<file path="config.mk">
export PLATFORM = sky130hd
export DESIGN_NAME = llc_req_in_rr_mux
export DESIGN_NICKNAME = d
export VERILOG_FILES = /design/src/rtl/llc_req_in_rr_mux.sv
export SDC_FILE = /design/constraint.sdc
export NUM_CORES = 1
export LEC_CHECK = 0
export ABC_CLOCK_PERIOD_IN_PS = 3150
export BUFFER_PORTS_ARGS = -buffer_cell sky130_fd_sc_hd__clkbuf_2
export CORE_UTILIZATION = 54
export DETAILED_ROUTE_END_ITERATION = 10
export HOLD_SLACK_MARGIN = 0.06
export PLACE_DENSITY_LB_ADDON = 0.3
export SYNTH_ARGS = -nofsm -noshare
export SYNTH_HDL_FRONTEND = slang
export SYNTH_SLANG_ARGS = --single-unit
</file>
<file path="constraint.sdc">
create_clock -name clk -period 3.15 [get_ports clk]
set_clock_uncertainty 0.05 [all_clocks]
set_input_delay 0.315 -clock clk [delete_from_list [all_inputs] [get_ports clk]]
set_output_delay 0.315 -clock clk [all_outputs]
set_load 0.005 [all_outputs]
</file>
<file path="src/rtl/llc_req_in_rr_mux.sv">
// llc_req_in_rr_mux: N-channel request ingress for llc_core.
// Each channel has its own FIFO. A round-robin arbiter merges the FIFOs into
// one registered output stage, and that stage is tagged with the source channel.
// Optional feature macro: LLC_REQ_MUX_STATS_EN adds per-channel saturating
// grant counters and a stats_clr input.
module llc_req_in_rr_mux #(
    parameter  int NUM_CH = 4,
    parameter  int DEPTH  = 4,
    parameter  int REQ_W  = 64,
    localparam int CH_W   = $clog2(NUM_CH)
) (
    input  logic                    clk,
    input  logic                    rst,
    input  logic [NUM_CH-1:0]       in_valid,
    output logic [NUM_CH-1:0]       in_ready,
    input  logic [NUM_CH*REQ_W-1:0] in_data,
    output logic                    out_valid,
    input  logic                    out_ready,
    output logic [REQ_W-1:0]        out_data,
    output logic [CH_W-1:0]         out_ch,
    output logic [NUM_CH-1:0]       fifo_empty
`ifdef LLC_REQ_MUX_STATS_EN
    ,
    input  logic                    stats_clr,
    output logic [NUM_CH*16-1:0]    stats_grant_cnt
`endif
);

    localparam int AW = $clog2(DEPTH);   // FIFO address bits
    localparam int PW = AW + 1;          // pointer bits; the extra MSB tells full from empty

    // FIFO storage and pointers
    logic [REQ_W-1:0] r_mem    [NUM_CH][DEPTH];
    logic [PW-1:0]    r_wr_ptr [NUM_CH];
    logic [PW-1:0]    r_rd_ptr [NUM_CH];

    // Per-channel status and handshakes
    logic [NUM_CH-1:0] w_empty;
    logic [NUM_CH-1:0] w_full;
    logic [NUM_CH-1:0] w_push;
    logic [NUM_CH-1:0] w_pop;
    logic [REQ_W-1:0]  w_head [NUM_CH];

    // Arbiter and output stage
    logic [CH_W-1:0]   r_rr_ptr;
    logic [CH_W-1:0]   w_grant;
    logic              w_any;
    logic              w_load;
    logic              r_out_valid;
    logic [REQ_W-1:0]  r_out_data;
    logic [CH_W-1:0]   r_out_ch;

    for (genvar c = 0; c < NUM_CH; c++) begin : g_ch
        assign w_empty[c]  = (r_wr_ptr[c] == r_rd_ptr[c]);
        assign w_full[c]   = (r_wr_ptr[c][AW] != r_rd_ptr[c][AW]) &&
                             (r_wr_ptr[c][AW-1:0] == r_rd_ptr[c][AW-1:0]);
        // A full FIFO refuses input even when it is popped in the same cycle,
        // so in_ready never depends on the arbiter (no combinational path to out_ready).
        assign in_ready[c] = !rst && !w_full[c];
        assign w_push[c]   = in_valid[c] && in_ready[c];
        assign w_pop[c]    = w_load && (w_grant == CH_W'(c));
        assign w_head[c]   = r_mem[c][r_rd_ptr[c][AW-1:0]];

        // Advance the FIFO pointers on push and pop. The pointers wrap naturally.
        // NOTE: Sequential state uses non-blocking (<=) so every flop samples pre-edge values.
        always_ff @(posedge clk) begin
            if (rst) begin
                r_wr_ptr[c] <= '0;
                r_rd_ptr[c] <= '0;
            end else begin
                if (w_push[c]) r_wr_ptr[c] <= r_wr_ptr[c] + PW'(1);
                if (w_pop[c])  r_rd_ptr[c] <= r_rd_ptr[c] + PW'(1);
            end
        end

        // Write the payload into the FIFO slot.
        // NOTE: Storage is deliberately not reset; the cleared pointers make stale slots unreachable.
        always_ff @(posedge clk) begin
            if (w_push[c]) r_mem[c][r_wr_ptr[c][AW-1:0]] <= in_data[c*REQ_W +: REQ_W];
        end
    end

    assign fifo_empty = w_empty;

    // Search from the RR pointer upward with wrap-around. The first non-empty FIFO wins.
    // NOTE: Every always_comb output gets a default first, so no latch can be inferred.
    always_comb begin
        int              idx;
        logic [CH_W-1:0] v_idx;
        w_grant = '0;
        w_any   = 1'b0;
        idx     = 0;
        v_idx   = '0;
        for (int i = 0; i < NUM_CH; i++) begin
            idx = int'(r_rr_ptr) + i;
            if (idx >= NUM_CH) idx = idx - NUM_CH;
            v_idx = CH_W'(idx);
            if (!w_any && !w_empty[v_idx]) begin
                w_any   = 1'b1;
                w_grant = v_idx;
            end
        end
    end

    // The output stage reloads when it is empty or being drained. While stalled it is frozen.
    assign w_load = (!r_out_valid || out_ready) && w_any;

    // Move the RR pointer past the granted channel. It holds when nothing is granted.
    always_ff @(posedge clk) begin
        if (rst) begin
            r_rr_ptr <= '0;
        end else if (w_load) begin
            r_rr_ptr <= (w_grant == CH_W'(NUM_CH - 1)) ? '0 : w_grant + CH_W'(1);
        end
    end

    // Registered merged output, tagged with its source channel.
    always_ff @(posedge clk) begin
        if (rst) begin
            r_out_valid <= 1'b0;
            r_out_data  <= '0;
            r_out_ch    <= '0;
        end else if (w_load) begin
            r_out_valid <= 1'b1;
            r_out_data  <= w_head[w_grant];
            r_out_ch    <= w_grant;
        end else if (out_ready) begin
            r_out_valid <= 1'b0;
        end
    end

    assign out_valid = r_out_valid;
    assign out_data  = r_out_data;
    assign out_ch    = r_out_ch;

`ifdef LLC_REQ_MUX_STATS_EN
    logic [15:0] r_grant_cnt [NUM_CH];

    for (genvar c = 0; c < NUM_CH; c++) begin : g_stats
        // Count loads from channel c. The counter saturates, and a clear beats a same-cycle increment.
        always_ff @(posedge clk) begin
            if (rst || stats_clr) begin
                r_grant_cnt[c] <= '0;
            end else if (w_pop[c] && (r_grant_cnt[c] != 16'hFFFF)) begin
                r_grant_cnt[c] <= r_grant_cnt[c] + 16'd1;
            end
        end
        assign stats_grant_cnt[c*16 +: 16] = r_grant_cnt[c];
    end
`endif

endmodule

</file>
==> impl_metrics.ini <==
[logic_synthesis]
synth_nets = 2304
syn_area_per_cell_um2 = 21.3
yosys_warnings = 0
ys_seq_area_share_pct = 76.3
synth_cell_types = 48
postSynthCellCount = 2021
synth_area_mm2 = 0.0431
yosys_register_bits = 1117

[sta]
post-route-min-period_ns = 2.95
timing.final.crit_share_pct = 93.6
slew_headroom_pct = 19.3
timing.hold.ws_ns = 0.223
setup-tns-final_ns = 0
setup_viol = 0
worst_pin_slew_ns = 1.21
hold_viol = 0
slew_violations = 0
rsz0062_at_grt = no
timing.fmax_mhz = 339

[hold_path]
hold_class = in2reg
holdCritStartpoint = rst

[grt]
grt_pass1_wl_um = 156000
gr-usage-met3_pct = 5.86
met1_usage_pct = 35.1
grt_max_degree = 70
antenna_found_initial = 15
grt-busiest-layer = met2
track_usage_pct = 26.6
grt.met2_usage_pct = 44.6
grt-ovfl-total = 0
grt_pass1_vias = 24100

[cts]
ctsRootBufferMaster = clkbuf_16
cts.reportedPaths.clkPinSlew_ns = 0.06
numCtsBuffers = 108
htreeDepth = 3
tritoncts = yes
cts-resized-gates = 0
numClockSinks = 1117
clkLatencyLatePin_ns = 0.66
cts_buffer_depth = 3

[pwr]
power.density_mw_per_mm2 = 800
p_leak_nw = 18.3
ir_drop_uv = 795

[route]
wl_per_cell_um = 27.9
drt_pass1_iterations = 7
dr_total_vias = 23300
via_per_inst = 6.10
drt_iter0_markers = 2202
antenna_left = 0
routed_wl_um = 107000
drcViolationCount = 0

[placed_design]
port_buffers = 337
gp_congestion = 0.887
dpl.hpwl_um = 66000

[setup_path]
start_kind = flip-flop
worst_setup_path_endpoint = out_data[24]
critPathMaxFanout = 51
crit_type = reg2reg
reg2reg_to = out_data[24]
r2r_start = r_wr_ptr[2][1]
reg2reg_slack_ns = 0.20
worstPathRequired_ns = 3.63
arrival_ns = 3.42
reg2reg_depth = 7
end_kind = flip-flop
cp-startpoint = r_wr_ptr[2][1]

[floorplan]
num_rows = 103
fp.coreArea_mm2 = 0.0790
die_y_um = 284
initial_utilization_pct = 54.5
dieWidth_um = 284
dieArea_mm2 = 0.0809
ios = 338

[layout]
final_cell_mix = edfxtp_1 (1048), clkbuf_2 (336), dlygate4sd3_1 (260)
final_layout_size_suffix_gt1_share_pct = 30.9
nNetsFinal = 2956
fillers = 5114
final_common_cell = edfxtp_1
area_growth_pct = 22.5

[flow_run]
drv_cap = 0

[run_status]
run_status = finished, final reports clean
==> flip-flops by register name, indices dropped and copies added (netlist names) <==
| register | count |
|---|---|
| out_data | 64 |
| r_rd_ptr | 12 |
| out_ch | 2 |
| r_wr_ptr | 12 |
| r_mem | 1024 |
| r_rr_ptr | 2 |
| out_valid | 1 |
==> critical path, cell delays in order, from the launching register on <==
cell      delay, ns
edfxtp_1       0.46
xor2_1         0.23
or3_1          0.52
a311oi_2       0.38
or2_4          0.31
buf_12         0.34
mux2i_1        0.30
o221ai_1       0.18
==> kinds of logic after synthesis <==
kind of cell / after synthesis / synth area share, %
adders and majority gates: 20 / 0.581
buffers and inverters: 181 / 1.78
xor gates and xnor gates: 20 / 0.407
muxes: 356 / 15.7
DFF: 1117 / 76.3
and+or+nand+nor: 138 / 1.88
AOI/OAI and AO/OA: 189 / 3.35
==> how the worst min path moves through the flow <==
stage	to	slack [ns]	cells after the start
after floorplan	r_mem[0][0]	0.36	0
after global placement	out_data[56]	0.41	2
after detailed placement	out_data[56]	0.43	2
after CTS	r_rr_ptr[0]	0.21	3
after global routing	r_rr_ptr[1]	0.25	2
final	r_rr_ptr[0]	0.22	3
==> where the power goes <==
group | internal [mW] | switching, mW | leakage, nW | total [mW]
clock | 7.60 | 5.45 | 1.80 | 13.1
sequential | 17.4 | 0.534 | 10.1 | 18.0
combinational | 4.94 | 6.22 | 6.36 | 11.2
total | 30.0 | 12.2 | 18.3 | 42.2
==> through the flow <==
stage / cells / power [mW] / area (um^2) / setup WS (ns) / utilization [%]
6_report: 3828 / 42.2 / 52700 / 0.201 / 66.8
2_1_floorplan: 2021 / 25.3 / 43100 / 0.0735 / -
3_5_place_dp: 3353 / 29.1 / 46500 / 0.232 / 58.8
4_1_cts: 3818 / 42.4 / 52700 / 0.201 / 66.7
5_1_grt: 3824 / 43.6 / 52700 / 0.0316 / 66.7
3_3_place_gp: 3353 / 28.8 / 46500 / 0.314 / 58.8
==> what timing repair did <==
| action | in CTS | in global routing |
|---|---|---|
| hold buffers | 260 | 0 |
| hold endpoints to repair | 1036 | 0 |
| setup buffers | 0 | 0 |
==> cell usage after synthesis (all sizes together) <==
master / number / area [um^2]
o21ba: 1 / 10.0
a31o: 1 / 8.76
xor2: 10 / 87.6
and2: 1 / 6.26
ha: 20 / 250
nand2b: 4 / 25.0
or3: 3 / 18.8
nor2: 16 / 60.1
buf: 36 / 223
inv: 57 / 214
a31oi: 42 / 263
a41oi: 1 / 8.76
o211ai: 28 / 210
a21o: 2 / 15.0
nand2: 25 / 93.8
nand4: 1 / 6.26
edfxtp: 1048 / 31500
a21oi: 7 / 35.0
o41ai: 1 / 27.5
nand3: 3 / 15.0
o21ai: 16 / 83.8
o31ai: 2 / 15.0
nor3: 8 / 40.0
xnor2: 10 / 87.6
o31a: 1 / 8.76
o311ai: 1 / 16.3
mux4: 256 / 5770
o41a: 1 / 11.3
a2111oi: 14 / 123
nor3b: 1 / 7.51
and3: 25 / 156
o21bai: 2 / 15.0
or2: 1 / 6.26
mux2i: 100 / 1000
o221ai: 50 / 438
o21a: 1 / 7.51
o32a: 1 / 10.0
a311oi: 3 / 32.5
clkbuf: 88 / 330
a211oi: 14 / 105
dfxtp: 69 / 1380
nand3b: 50 / 375
==> area by class of cell <==
class / instances / area (um^2) / area share [%]
clock buffer: 138 / 2940 / 5.57
clock inverter: 67 / 698 / 1.32
multi-input combinational: 723 / 9540 / 18.1
tap: 1050 / 1310 / 2.49
timing repair buffer: 666 / 5160 / 9.78
antenna: 10 / 25.0 / 0.0474
inverter: 57 / 214 / 0.406
sequential: 1117 / 32900 / 62.3
==> layer usage <==
layer	share of wire, %	wire (um)
met1	39	41600
met2	51	54200
met5	0.11	117
met4	2.5	2690
met3	7.8	8350
No activity file was read; power rests on OpenSTA's default activity.
